[src/rtl/sfifo_ctrl.sv]
// sfifo_ctrl: controller for the single-port FIFO memory macro (sfifo_mem).
// Owns the pointers and occupancy. Fronts the memory with a one-entry write
// buffer and a first-word-fall-through output register, and issues at most
// one memory access (read or write) per cycle.
module sfifo_ctrl #(
    parameter int BW     = 32,
    parameter int LGFLEN = 4
) (
    input  logic              i_clk,
    input  logic              i_reset_n,
    input  logic              i_wr,
    input  logic [BW-1:0]     i_data,
    output logic              o_full,
    output logic              o_overflow,
    output logic              o_valid,
    output logic [BW-1:0]     o_data,
    input  logic              i_rd,
    output logic              o_underflow,
    output logic [LGFLEN+1:0] o_fill,
    output logic              o_mem_wr,
    output logic [LGFLEN-1:0] o_mem_wr_addr,
    output logic [BW-1:0]     o_mem_data,
    output logic              o_mem_rd,
    output logic [LGFLEN-1:0] o_mem_rd_addr,
    input  logic [BW-1:0]     i_mem_data
);

    localparam int              DEPTH    = 1 << LGFLEN;
    localparam int              FW       = LGFLEN + 2;
    localparam logic [LGFLEN:0] MEM_FULL = (LGFLEN + 1)'(DEPTH);
    localparam logic [LGFLEN:0] CNT_ONE  = (LGFLEN + 1)'(1);
    localparam logic [LGFLEN-1:0] PTR_ONE = LGFLEN'(1);

    logic              wbuf_valid;
    logic [BW-1:0]     wbuf_data;
    logic              rd_pend;
    logic [LGFLEN-1:0] wr_ptr;
    logic [LGFLEN-1:0] rd_ptr;
    logic [LGFLEN:0]   mem_cnt;

    logic pop;
    logic push;
    logic out_free;
    logic do_rd;
    logic do_bypass;
    logic do_wr;

    // Arbitration: memory read first, then direct bypass, then memory write.
    assign pop       = i_rd & o_valid;
    assign push      = i_wr & ~wbuf_valid;
    assign out_free  = ~o_valid | pop;
    assign do_rd     = ~rd_pend & (mem_cnt != '0) & out_free;
    assign do_bypass = wbuf_valid & (mem_cnt == '0) & ~rd_pend & out_free;
    assign do_wr     = wbuf_valid & ~do_rd & ~do_bypass & (mem_cnt < MEM_FULL);

    assign o_full        = wbuf_valid;
    assign o_mem_rd      = do_rd;
    assign o_mem_rd_addr = rd_ptr;
    assign o_mem_wr      = do_wr;
    assign o_mem_wr_addr = wr_ptr;
    assign o_mem_data    = wbuf_data;

    assign o_fill = FW'(mem_cnt) + FW'(wbuf_valid) + FW'(rd_pend) + FW'(o_valid);

    // Pointer, occupancy and read-in-flight bookkeeping.
    always_ff @(posedge i_clk) begin
        if (!i_reset_n) begin
            wr_ptr  <= '0;
            rd_ptr  <= '0;
            mem_cnt <= '0;
            rd_pend <= 1'b0;
        end else begin
            if (do_rd) rd_ptr <= rd_ptr + PTR_ONE;
            if (do_wr) wr_ptr <= wr_ptr + PTR_ONE;
            if (do_rd)      mem_cnt <= mem_cnt - CNT_ONE;
            else if (do_wr) mem_cnt <= mem_cnt + CNT_ONE;
            // A read is pending for exactly the cycle after it is issued.
            rd_pend <= do_rd;
        end
    end

    // Write buffer occupancy: filled by an accepted push, drained by bypass or write.
    always_ff @(posedge i_clk) begin
        if (!i_reset_n) begin
            wbuf_valid <= 1'b0;
        end else if (push) begin
            wbuf_valid <= 1'b1;
        end else if (do_bypass || do_wr) begin
            wbuf_valid <= 1'b0;
        end
    end

    // Write buffer payload.
    // NOTE: data-only storage has no reset; wbuf_valid alone qualifies it.
    always_ff @(posedge i_clk) begin
        if (push) wbuf_data <= i_data;
    end

    // Output register: memory return has priority over bypass, else a pop empties it.
    always_ff @(posedge i_clk) begin
        if (!i_reset_n) begin
            o_valid <= 1'b0;
            o_data  <= '0;
        end else if (rd_pend) begin
            o_data  <= i_mem_data;
            o_valid <= 1'b1;
        end else if (do_bypass) begin
            o_data  <= wbuf_data;
            o_valid <= 1'b1;
        end else if (pop) begin
            o_valid <= 1'b0;
        end
    end

    // Registered error pulses for the previous cycle's request.
    always_ff @(posedge i_clk) begin
        if (!i_reset_n) begin
            o_overflow  <= 1'b0;
            o_underflow <= 1'b0;
        end else begin
            o_overflow  <= i_wr & wbuf_valid;
            o_underflow <= i_rd & ~o_valid;
        end
    end

endmodule

[config.mk]
export PLATFORM = sky130hd
export DESIGN_NAME = sfifo_ctrl
export DESIGN_NICKNAME = d
export VERILOG_FILES = /design/src/rtl/sfifo_ctrl.sv
export SDC_FILE = /design/constraint.sdc
export NUM_CORES = 1
export LEC_CHECK = 0
export CAP_MARGIN = 15
export CORE_AREA = 5 5 98 100
export CTS_CLUSTER_SIZE = 40
export DETAILED_ROUTE_END_ITERATION = 8
export DIE_AREA = 0 0 103 105
export PLACE_DENSITY = 0.79
export RECOVER_POWER = 100
export SLEW_MARGIN = 0
export SYNTH_ARGS = -nofsm -noshare
export SYNTH_HDL_FRONTEND = slang
export SYNTH_SLANG_ARGS = --single-unit
[constraint.sdc]
create_clock -name i_clk -period 3.2 [get_ports i_clk]
set_input_delay 0.48 -clock i_clk [delete_from_list [all_inputs] [get_ports i_clk]]
set_output_delay 0.48 -clock i_clk [all_outputs]
set_load 0.03 [all_outputs]
After elaboration in Yosys (flattened, before gate mapping)

Cells that the tools add are included.

Add/subtract/negate cells: 7
Order comparisons: 1
Muxes and demuxes: 9
Bitwise gates (word level): 18
Reductions and logical operators: 7

Operators with widths:

| cell                                               | count |
|---|---|
| two-way mux 32 bit                                 | 2 |
| adder 6 x 1 -> 6 bit                               | 2 |
| bitwise AND 1 bit                                  | 12 |
| two-way mux 5 bit                                  | 2 |
| adder 4 x 1 -> 4 bit (second input constant)       | 2 |
| adder 5 x 1 -> 6 bit                               | 1 |
| nonzero test 2 bit                                 | 3 |
| adder 5 x 1 -> 5 bit (second input constant)       | 1 |
| zero test 5 bit                                    | 1 |
| less-than comparator 5 bit (second input constant) | 1 |
| two-way mux 1 bit                                  | 5 |
| NOT 1 bit                                          | 5 |
| nonzero test 5 bit                                 | 1 |
| subtractor 5 x 1 -> 5 bit (second input constant)  | 1 |
| nonzero test 3 bit                                 | 1 |
| logical OR 1 bit                                   | 1 |
| OR 1 bit                                           | 1 |

Register bits after elaboration: 82
Input bits: 68
Output and inout bits: 84
Logic and storage cells: 52

Depth between registers and ports, before layout

Gate-level depths: netlist of run 1.

Depth after elaboration: 10
Depth in mapped cells: 10

Least setup slack after synthesis of run 1

OpenSTA, ideal clock, no wires.

Path type: reg2out
Start point: register wbuf_valid (netlist: o_full)
End point: output o_fill[2]
Data arrival time: 2.155 ns
Data required time: 2.720 ns
Slack: 0.565 ns
Cell stages (with the launch flop): 5
Path buffers: 0
Path through: dfxtp_1 fa_1 ha_1 fa_1 xor2_1

Word-level cells in the longest chain between the ends: 3

RTL lines:

| element                            | line | source |
|---|---|---|
| start, declared                    | 34   | `logic wbuf_valid;` |
| start signal, assigned             | 85   | `wbuf_valid <= 1'b0;` |
| start signal, assigned             | 87   | `wbuf_valid <= 1'b1;` |
| start signal, assigned             | 89   | `wbuf_valid <= 1'b0;` |
| adder 5 x 1 -> 6 bit               | 63   | `assign o_fill = FW'(mem_cnt) + FW'(wbuf_valid) + FW'(rd_pend) + FW'(o_valid);` |
| adder 6 x 1 -> 6 bit (2 in series) | 63   |  |
| end, declared                      | 19   | `output logic [LGFLEN+1:0] o_fill,` |

No other way between the ends.

Final worst setup path of run 1

Start point: register o_valid
End point: output o_fill[1]

Word-level cells in the longest chain between the ends: 1

RTL lines:

| element                | line | source |
|---|---|---|
| start, declared        | 15   | `output logic o_valid,` |
| start signal, assigned | 102  | `o_valid <= 1'b0;` |
| start signal, assigned | 106  | `o_valid <= 1'b1;` |
| start signal, assigned | 109  | `o_valid <= 1'b1;` |
| adder 6 x 1 -> 6 bit   | 63   |  |

No other way between the ends.

==> impl_results.rst, run 1 <==
.. list-table::
   :header-rows: 1

   * - Metric
     - Value
   * - Outcome
     - complete, but fails checks
   * - Violations in the final reports
     - capacitance limit, slew limit
   * - Vertical extent of the die
     - 105 um
   * - Final hold viol count
     - 0
   * - Synthesis-stage register bit count
     - 82
   * - Static Leak
     - 2.405 nW
   * - Critical R2R Launch
     - mem_cnt[1]$_SDFFE_PN0P_
   * - Global routing met3 resource utilization
     - 8.927%
   * - Number of nets in the final layout
     - 514
   * - CP Data Arrival Time
     - 2580 ps
   * - Pin slew with the least headroom to its limit
     - 1850 ps
   * - First-pass GRT wire length
     - 15.41 mm
   * - DRC violation count after routing
     - 0
   * - Hold bufs inserted after CTS
     - 0
   * - Achievable frequency
     - between 0.3 and 0.4 GHz
   * - Initial core utilization
     - a little over two fifths
   * - Count of final max-slew check failures
     - 73
   * - Most used DFF post-synth
     - dfxtp_1
   * - Filler-free cell count of the finished design
     - approximately 550
   * - Count of clock tree sinks
     - 82
   * - Netlist cell types
     - 43
   * - Ys async rst share
     - 0%
   * - Clock-pin slew of the registers on the worst-case setup and hold paths
     - 90 ps
   * - Worst min-delay path category
     - reg2reg
   * - Combinational Power Share
     - roughly half
   * - Internal
     - 0.002757 W
   * - Min-Delay Startpoint
     - o_mem_rd_addr[3]$_SDFFE_PN0P_
   * - Total via count after detailed routing
     - 2790
   * - WL final
     - 9.672 mm
   * - Number of cells on the worst hold path
     - 2
   * - RSZ-0062 raised after global routing
     - no
   * - DP Worst Slack
     - between 200 and 300 ps
   * - Switch share
     - between 40% and 50%
   * - Total clock buffers created by CTS
     - 9
   * - Count of fill cells added during filler insertion
     - 726
   * - Final antenna-violating net count
     - 0
   * - Synthesized cell area
     - 0.003577 mm^2
   * - Ant diodes
     - 0
   * - Worst min-delay path endpoint
     - o_mem_rd_addr[3]$_SDFFE_PN0P_
   * - Worst-Skew Late Latency
     - 350 ps
   * - Number of violations of the max-capacitance limit
     - 2
   * - Endpoints failing setup
     - 0
   * - Peak-usage layer in the global routing report
     - met2
   * - Depth of the most critical reg-to-reg path
     - 8
   * - Reg-to-Reg End
     - mem_cnt[4]$_SDFFE_PN0P_
   * - Average vias per placed instance
     - 5.054
   * - Standard-cell row count
     - 34
   * - Net switching component of the power
     - approximately 0.0021 W
   * - Met1 global-route usage
     - 20.55%
   * - DIE AREA
     - 0.01082 mm^2
   * - Worst hold slack after final layout
     - 477.6 ps
   * - Sort of element at the start of the critical path
     - flip-flop
   * - Relative slew margins
     - -23.32%
   * - Critical Path RT
     - approximately 2700 ps
   * - Critical path capture point type
     - output port
   * - Synthesized area divided by synthesized cell count
     - 12.21 um^2
   * - CTS tree
     - yes
   * - Buffer depth of the longest clock path
     - 2
   * - Number of placed I/O pins
     - 152
   * - Final total negative setup slack
     - 0 ps
   * - Detailed Routing Iterations Pass 1
     - 4
   * - Number of buffers inserted by port buffering
     - 151
   * - Share of final-layout standard cells stronger than drive strength 1
     - 6.306%
   * - Count of flip-flops with a built-in enable after synthesis
     - 32
   * - Final critical path time including I/O delays and setup
     - 3060 ps
   * - Count of yosys warnings during synthesis
     - 0
   * - Met2 Usage GRT
     - 30.71%
   * - Max IR drop VDD
     - 0.4311 mV
   * - Post-synthesis instance total
     - between 200 and 300
   * - Type of the setup path with the least slack
     - reg2out
   * - Core Box Area
     - 0.008593 mm^2
   * - Slack of the worst reg-to-reg path
     - 400 ps
   * - CTS HTree Levels
     - 3
   * - Average detailed-routed wire length per instance
     - 17.52 um
   * - Tcrit/Tclk final
     - 95.63%
   * - Syn_nets
     - 368
   * - Clock Tree Root
     - clkbuf_8
   * - Final worst slack
     - around 140 ps
   * - Power density cells
     - slightly above 900 mW/mm^2
   * - Register area share after synthesis
     - 54.84%
   * - DPL Wire Length
     - 7.008 mm
   * - Total global routing track utilization
     - 18.46%
   * - Die X
     - 103 um
   * - Pin count of the biggest net entering global routing
     - between 60 and 70
   * - Total gr overflow
     - 0
   * - Number of antenna violations at the first check in global routing
     - 1
   * - Number of DRC markers in iteration 0
     - 64
   * - Post-Place Cells
     - 536
   * - Via count of the first global-routing pass
     - about 3000
   * - Area Overhead vs Synth
     - 47.81%
   * - Placer Congestion
     - 0.7853
   * - Share of power burned in the clock network
     - 16.3%
   * - Largest fanout on the critical path
     - 5
   * - Relative contribution of sequential cells to total power
     - 33.0%
   * - Clk_skew
     - 13.20 ps
   * - Final Util
     - 61.53%
[cell usage in the layout (no fill, tap or decap), drive strengths merged, types with 2 or more instances in the layout]
cell type      instances
ha                     5
nor4                   2
nand3                  2
fa                     2
o211a                 32
xnor2                  4
a21oi                  2
clkbuf                15
xor2                   4
clkdlybuf4s50         35
clkinv                 2
nor2                   7
dfxtp                 50
nor2b                  6
buf                    5
nand2                 43
o21ai                  3
dlygate4sd2            2
mux2i                 37
and3                   3
a22oi                  2
dlygate4sd3          112
inv                    4
and2                   6
nand2b                 5
o211ai                 3
edfxtp                32
[flip-flops by register name (all words and copies together) (netlist names)]
name / flops
rd_pend: 1
o_underflow: 1
o_overflow: 1
o_full: 1
o_mem_data: 32
o_mem_rd_addr: 4
o_data: 32
o_valid: 1
mem_cnt: 5
o_mem_wr_addr: 4
[routing by layer]
metal	vias to the layer above	part of all wire [%]
li1	1350	-
met1	1324	39
met2	99	49
met3	15	10
met4	2	1.5
met5	-	0.13
[synth_stat cells (2+ instances only)]
library cell	number	area share (%)
edfxtp_1	32	27
buf_6	9	2.8
ha_1	5	1.7
and3_1	3	0.52
o211a_1	32	9.0
nor2b_1	6	1.0
dfxtp_1	50	28
xnor2_1	4	0.98
nand3_1	2	0.28
buf_2	9	1.3
xor2_1	4	0.98
o21ai_0	3	0.42
inv_1	2	0.21
and2_1	6	1.0
o211ai_1	3	0.63
nand2_1	43	4.5
a22oi_1	2	0.42
nand2b_1	5	0.87
fa_1	2	1.1
a21oi_1	2	0.28
clkbuf_1	5	0.52
nor2_1	7	0.73
mux2i_1	37	10
[critical path, stage by stage (launching register included)]
cell and delay [ps]:
dfxtp_1 410, fa_1 440, ha_1 230, fa_1 490, clkdlybuf4s50_1 670
[per-stage QoR]
| stage | total power, W | instance area (um^2) |
|---|---|---|
| final | 0.004822 | 5288 |
| after global routing | 0.005128 | 5288 |
| after CTS | 0.005035 | 5318 |
| after detailed placement | 0.004229 | 5110 |
| after global placement | 0.004176 | 5110 |
| after floorplan | 0.003391 | 3577 |
[worst max-delay path by stage]
stage / slack [ps] / endpoint / from
3_3_place_gp: 320 / o_fill[4] / o_full$_SDFFE_PN0P_
2_1_floorplan: 570 / o_fill[2] / o_full$_SDFFE_PN0P_
3_5_place_dp: 250 / o_fill[4] / o_full$_SDFFE_PN0P_
5_1_grt: 30 / o_fill[1] / o_valid$_SDFFE_PN0P_
6_report: 140 / o_fill[1] / o_valid$_SDFFE_PN0P_
4_1_cts: 20 / o_fill[1] / o_full$_SDFFE_PN0P_
[power by group through the flow]
stage                     Clock, W  Combinational (W)  Sequential (W)
after global routing      0.000863            0.00263         0.00163
after global placement           0            0.00258         0.00160
after CTS                 0.000815            0.00262         0.00160
final                     0.000788            0.00244         0.00159
after detailed placement         0            0.00261         0.00162
after floorplan                  0            0.00130         0.00209
[logic make-up (layout without fill, tap and decap cells)]
logic type | Yosys count | count (layout) | synth area share [%]
adders and majority gates | 7 | 7 | 2.868
and+or+nand+nor | 82 | 82 | 11.79
xor gates and xnor gates | 8 | 8 | 1.959
DFF | 82 | 82 | 54.84
buffers and inverters | 26 | 177 | 5.037
muxes | 37 | 37 | 10.35
AOI/OAI and AO/OA | 51 | 51 | 13.15
[cell type report]
class                   instances  area (um^2)  area share [%]
clock buffers                  10        137.6           2.603
clock inverters                 6        72.57           1.372
inverters                       2        7.507          0.1420
multi-input cells             185         1425           26.95
flip-flops and latches         82         1963           37.13
well taps                     108        135.1           2.556
repair buffers                159         1546           29.25
[repair_timing]
action / 4_1_cts / 5_1_grt
setup endpoints to repair: 2 / 3
resized for setup: 2 / 2
buffers inserted: 0 / 0
(Power assumes the default switching activity.)
==> run 2: changes to the inputs <==
- CORE_AREA: 5 5 98 100 -> 5 5 124 79
- DIE_AREA: 0 0 103 105 -> 0 0 129 84
- PLACE_DENSITY: 0.79 -> 0.8
- SETUP_SLACK_MARGIN: not set -> 0.02
==> run 2 against run 1 <==
The run still ends with capacitance limit, slew limit left. Setup slack improved by 21 ps. Non-clock buffer count increased by 1. Via count increased by 0.75%. Clock skew decreased by 7.2 ps. Register-to-register slack about the same. Sequential cell count unchanged. Cell count increased by 2.0%. Combinational power about the same. Core utilization increased by 0.56 points. Sequential share of layout area decreased by 0.85 points. Critical endpoint unchanged. Largest cell class unchanged.
==> impl_results.rst, run 2 (synthesis gave the netlist of run 1 again) <==
.. list-table::
   :header-rows: 1

   * - Metric
     - Value
   * - Clock-pin slew of the registers on the worst-case setup and hold paths
     - 60 ps
   * - Worst min-delay path category
     - reg2reg
   * - Average vias per placed instance
     - about 5.0
   * - DIE AREA
     - 0.01084 mm^2
   * - Endpoints failing setup
     - 0
   * - DPL Wire Length
     - 6.959 mm
   * - Count of clock tree sinks
     - 82
   * - Core Box Area
     - 0.008716 mm^2
   * - CP Data Arrival Time
     - approximately 2600 ps
   * - Total via count after detailed routing
     - 2811
   * - Area Overhead vs Synth
     - 51.28%
   * - Detailed Routing Iterations Pass 1
     - 4
   * - Highest-count cells in the layout ignoring fill and taps
     - 113 x dlygate4sd3_1, 49 x dfxtp_1, 43 x nand2_1
   * - Total global routing track utilization
     - 17.72%
   * - Buf/Inv on CP
     - 1
   * - Share of final-layout standard cells stronger than drive strength 1
     - under 10%
   * - Pin count of the biggest net entering global routing
     - 46
   * - Most common cell after layout, fill and taps aside
     - dlygate4sd3_1
   * - Final total negative setup slack
     - 0 ps
   * - Clock Tree Root
     - clkbuf_16
   * - Count of final max-slew check failures
     - 79
   * - Critical path capture point type
     - output port
   * - Worst-Skew Late Latency
     - 330 ps
   * - CTS HTree Levels
     - 3
   * - Average detailed-routed wire length per instance
     - 16.79 um
   * - Total gr overflow
     - 0
   * - Number of nets in the final layout
     - about 500
   * - Number of violations of the max-capacitance limit
     - 2
   * - Sort of element at the start of the critical path
     - flip-flop
   * - Static Leak
     - approximately 2.4 nW
   * - Critical Path RT
     - 2720 ps
   * - Cell repeated most along the worst path
     - fa_1
   * - Max IR drop VDD
     - about 0.61 mV
   * - Placer Congestion
     - 0.8911
   * - Total clock buffers created by CTS
     - 9
   * - Number of buffers inserted by port buffering
     - 151
   * - Type of the setup path with the least slack
     - reg2out
   * - WL final
     - 9.454 mm
   * - Fin area
     - 0.005411 mm^2
   * - RSZ-0062 raised after global routing
     - no
   * - Number of placed I/O pins
     - between 150 and 200
   * - Via count of the first global-routing pass
     - 2935
   * - Count of fill cells added during filler insertion
     - 687
   * - Largest fanout on the critical path
     - 5
   * - Standard-cell row count
     - 27
   * - Number of DRC markers in iteration 0
     - 78
   * - Post-CTS Repair Setup Buffers
     - 0
   * - Number of antenna violations at the first check in global routing
     - 2
   * - Outcome
     - complete, but fails checks
   * - Area of placed instances
     - 0.005132 mm^2
   * - Initial core utilization
     - 41.04%
   * - DRC violation count after routing
     - 0
   * - Power density cells
     - 938.8 mW/mm^2
   * - Slowest-stage cell, CP
     - clkdlybuf4s50_1
   * - Relative slew margins
     - -22.98%
   * - Final antenna-violating net count
     - 0
   * - Die X
     - between 100 and 150 um
   * - CTS tree
     - yes
   * - Cells traversed along the worst timing path
     - fa_1 -> ha_1 -> fa_1 -> clkdlybuf4s50_1
   * - First-pass GRT wire length
     - 15.08 mm
   * - Buffer depth of the longest clock path
     - 2
   * - Tcrit/Tclk final
     - 94.98%
   * - Final hold viol count
     - 0
   * - Clk_skew
     - 6.028 ps
   * - Slack of the worst reg-to-reg path
     - 410 ps
   * - Violations in the final reports
     - capacitance limit, slew limit
   * - Family with the most delay on the worst path
     - adder cells
   * - Vertical extent of the die
     - 84 um
   * - Achievable frequency
     - about 0.33 GHz
   * - Crit-path max cell delay
     - 660 ps
   * - Pin slew with the least headroom to its limit
     - between 1500 and 2000 ps
   * - Final critical path time including I/O delays and setup
     - 3039 ps
run 2: routing by layer:
metal,up-vias,part of all wire (%),GRT usage [%]
met3,9,12,10.36
met4,0,1.1,4.957
met1,1314,42,21.51
li1,1358,-,-
met5,-,0,0
met2,130,44,26.64
run 2: through the flow:
stage | setup slack, ps | hold WS (ps) | util (%) | instances | total power [W]
floorplan | 565.3 | 578.9 | - | 293 | 0.003391
global placement | 385.7 | 462.2 | 58.89 | 545 | 0.004178
detailed placement | 279.8 | 486.2 | 58.89 | 545 | 0.004240
CTS | 34.15 | 495.1 | 62.43 | 561 | 0.005294
global route | 55.32 | 513.9 | 62.09 | 563 | 0.005392
finish | 160.6 | 484.3 | 62.09 | 563 | 0.005080
run 2: area by class of cell:
type | instances | area, um^2 | area share [%]
sequential | 82 | 1963 | 36.28
timing repair buffer | 160 | 1543 | 28.51
multi-input combinational | 185 | 1438 | 26.57
clock buffer | 14 | 295.3 | 5.457
tap | 116 | 145.1 | 2.682
clock inverter | 2 | 15.01 | 0.2775
inverter | 2 | 7.507 | 0.1387
antenna | 2 | 5.005 | 0.09249
run 2: worst register-to-register path, stage by stage, from the launching register on:
cell	delay, ps
dfxtp_1	350
clkbuf_1	290
nor2b_1	430
a31o_2	240
clkbuf_1	1020
nand2_1	160
o211a_1	200
run 2: path summary, 6_finish.rpt:
check | startpoint | to | cells after the start
worst max-delay path | o_valid$_SDFFE_PN0P_ | o_fill[1] | 4
worst min-delay path | o_mem_rd_addr[3]$_SDFFE_PN0P_ | o_mem_rd_addr[3]$_SDFFE_PN0P_ | 2
worst max register to register | o_full$_SDFFE_PN0P_ | o_data[13]$_SDFFE_PN0P_ | 6
worst min register to register | o_mem_rd_addr[3]$_SDFFE_PN0P_ | o_mem_rd_addr[3]$_SDFFE_PN0P_ | 2
run 2: power breakdown:
group	switching, W	internal (W)
combinational	0.00147	0.000988
sequential	0.000204	0.00139
clock	0.000386	0.000639
total	0.00206	0.00302
run 2: what timing repair did:
| item | in CTS | in global routing |
|---|---|---|
| pin swaps | 0 | 0 |
| endpoints found under the setup margin | 1 | 1 |
| gates resized for setup | 1 | 1 |
| hold buffers | 0 | 0 |
==> run 3: changes to the inputs <==
- HOLD_SLACK_MARGIN: not set -> 0.1
- RECOVER_POWER: 100 -> not set
==> run 3 against run 2 <==
The run now ends clean. Critical path depth stayed put. Sequential cell count did not move. Critical path type unchanged. Setup slack worse by 8.3 ps. Total power increased by 3.0%. Sequential power barely moved. Routed wire length up 0.39%. First-iteration DRC count up 26%. Register-to-register slack improved by 340 ps. Largest cell class unchanged. Worst hold slack better by 3.5 ps. Via count increased by 0.11%. Global-route usage stayed put. Clock skew up 0.76 ps. Highest routed layer unchanged.
==> impl_results.rst, run 3 (synthesis gave the netlist of run 1 again) <==
.. list-table::
   :header-rows: 1

   * - Metric
     - Value
   * - Outcome
     - complete, no violations
   * - Vertical extent of the die
     - 84 um
   * - Critical path capture point type
     - output port
   * - Final total negative setup slack
     - 0 ps
   * - Post-CTS Repair Setup Buffers
     - 0
   * - Static Leak
     - 2.360 nW
   * - Number of placed I/O pins
     - roughly 150
   * - Placer Congestion
     - slightly below 0.9
   * - Number of antenna violations at the first check in global routing
     - 0
   * - WL final
     - roughly 9.5 mm
   * - Via count of the first global-routing pass
     - 2935
   * - Final worst slack
     - 152.3 ps
   * - DRC violation count after routing
     - 0
   * - Endpoints failing setup
     - 0
   * - First-pass GRT wire length
     - 15.08 mm
   * - DIE AREA
     - 0.01084 mm^2
   * - Total via count after detailed routing
     - about 2800
   * - Relative slew margins
     - around half
   * - DP Worst Slack
     - around 280 ps
   * - Worst min-delay path category
     - reg2reg
   * - Achievable frequency
     - 0.3281 GHz
   * - Standard-cell row count
     - 27
   * - Total clock buffers created by CTS
     - 9
   * - Count of final max-slew check failures
     - 0
   * - Clock-pin slew of the registers on the worst-case setup and hold paths
     - 60 ps
   * - Most common cell after layout, fill and taps aside
     - clkdlybuf4s50_1
   * - Detailed Routing Iterations Pass 1
     - 4
   * - Number of nets in the final layout
     - between 500 and 600
   * - Tcrit/Tclk final
     - ~95%
   * - CP Data Arrival Time
     - 2570 ps
   * - Number of violations of the max-capacitance limit
     - 0
   * - Max IR drop VDD
     - 0.6202 mV
   * - Sort of element at the start of the critical path
     - flip-flop
   * - Number of DRC markers in iteration 0
     - approximately 100
   * - DPL Wire Length
     - 6.959 mm
   * - Buffer depth of the longest clock path
     - 2
   * - Initial core utilization
     - 41.04%
   * - RSZ-0062 raised after global routing
     - no
   * - Share of final-layout standard cells stronger than drive strength 1
     - 7.191%
   * - Footprint of the multi-input gates
     - 0.001443 mm^2
   * - Final critical path time including I/O delays and setup
     - 3048 ps
   * - Pin count of the biggest net entering global routing
     - 46
   * - Power after layout
     - 0.005235 W
   * - CTS HTree Levels
     - 3
   * - Area Overhead vs Synth
     - 52.19%
   * - Average vias per placed instance
     - 5.016
   * - Total gr overflow
     - 0
   * - Average detailed-routed wire length per instance
     - around 17 um
   * - Core Box Area
     - 0.008716 mm^2
   * - Power density cells
     - 961.6 mW/mm^2
   * - Clk_skew
     - 6.784 ps
   * - Count of clock tree sinks
     - slightly above 80
   * - Highest-count cells in the layout ignoring fill and taps
     - 148 x clkdlybuf4s50_1, 49 x dfxtp_1, 43 x nand2_1
   * - Worst-Skew Late Latency
     - about 330 ps
   * - Final antenna-violating net count
     - 0
   * - Total global routing track utilization
     - 17.72%
   * - Pin slew with the least headroom to its limit
     - 756.5 ps
   * - Type of the setup path with the least slack
     - reg2out
   * - Clock Tree Root
     - clkbuf_16
   * - Final hold viol count
     - 0
   * - Count of fill cells added during filler insertion
     - 679
   * - Area taken by flip-flops and latches
     - 0.001963 mm^2
   * - Ant diodes
     - 0
   * - Largest fanout on the critical path
     - 5
   * - Die X
     - 129 um
   * - Critical Path RT
     - 2720 ps
   * - CTS tree
     - yes
   * - Number of buffers inserted by port buffering
     - 151
## run 3: cell types whose count changed in the layout (fill, tap and decap cells not counted)
cell and delta:
nor2b_2 -1, clkdlybuf4s50_1 +113, and2_1 +3, and2_0 -3, nor2b_4 +1, diode_2 -2
dlymetal6s2s_1 +1, dlygate4sd3_1 -113, buf_4 +6, buf_2 +1, clkbuf_1 -8
## run 3: worst paths after layout
check / slack (ps) / startpoint / cells after the start / to
worst max register to register: 750 / o_valid$_SDFFE_PN0P_ / 8 / mem_cnt[4]$_SDFFE_PN0P_
worst min-delay path: 490 / o_mem_rd_addr[3]$_SDFFE_PN0P_ / 2 / o_mem_rd_addr[3]$_SDFFE_PN0P_
worst max-delay path: 150 / o_valid$_SDFFE_PN0P_ / 4 / o_fill[1]
worst min register to register: 490 / o_mem_rd_addr[3]$_SDFFE_PN0P_ / 2 / o_mem_rd_addr[3]$_SDFFE_PN0P_
## run 3: worst max-delay path, stage by stage, from the launching register on
cell and delay (ps):
dfxtp_1 430, fa_1 460, ha_1 220, fa_1 480
clkdlybuf4s50_1 660
## run 3: per-stage QoR
| step | hold WS, ps | instance area, um^2 | cells | util (%) |
|---|---|---|---|---|
| after floorplan | 578.9 | 3577 | 293 | - |
| after global placement | 462.2 | 5132 | 545 | 58.89 |
| after detailed placement | 486.2 | 5132 | 545 | 58.89 |
| after CTS | 495.1 | 5441 | 561 | 62.43 |
| after global routing | 518.9 | 5444 | 561 | 62.46 |
| final | 487.8 | 5444 | 561 | 62.46 |
## run 3: final cells by class
class,instances,area share (%)
clock buffers,14,5.424
clock inverters,2,0.2758
inverters,2,0.1379
multi-input cells,185,26.50
flip-flops and latches,82,36.06
well taps,116,2.666
repair buffers,160,28.94
## run 3: routing by layer
metal / up-vias / track usage [%] / part of all wire (%)
met5: - / 0 / 0
met4: 0 / 4.957 / 1.1
met3: 9 / 10.36 / 13
met2: 138 / 26.64 / 44
met1: 1314 / 21.51 / 42
li1: 1353 / - / -
## run 3: timing repair
| item | CTS | global route |
|---|---|---|
| setup endpoints to repair | 1 | 1 |
| resized for setup | 1 | 1 |
| hold endpoints to repair | 0 | 0 |
| hold buffers | 0 | 0 |
## run 3: where the power goes
part           internal, W  switching (W)  leakage, nW
clock network     0.000639       0.000387        0.155
registers          0.00139       0.000215        0.719
logic              0.00113        0.00148         1.49
total              0.00316        0.00208         2.36
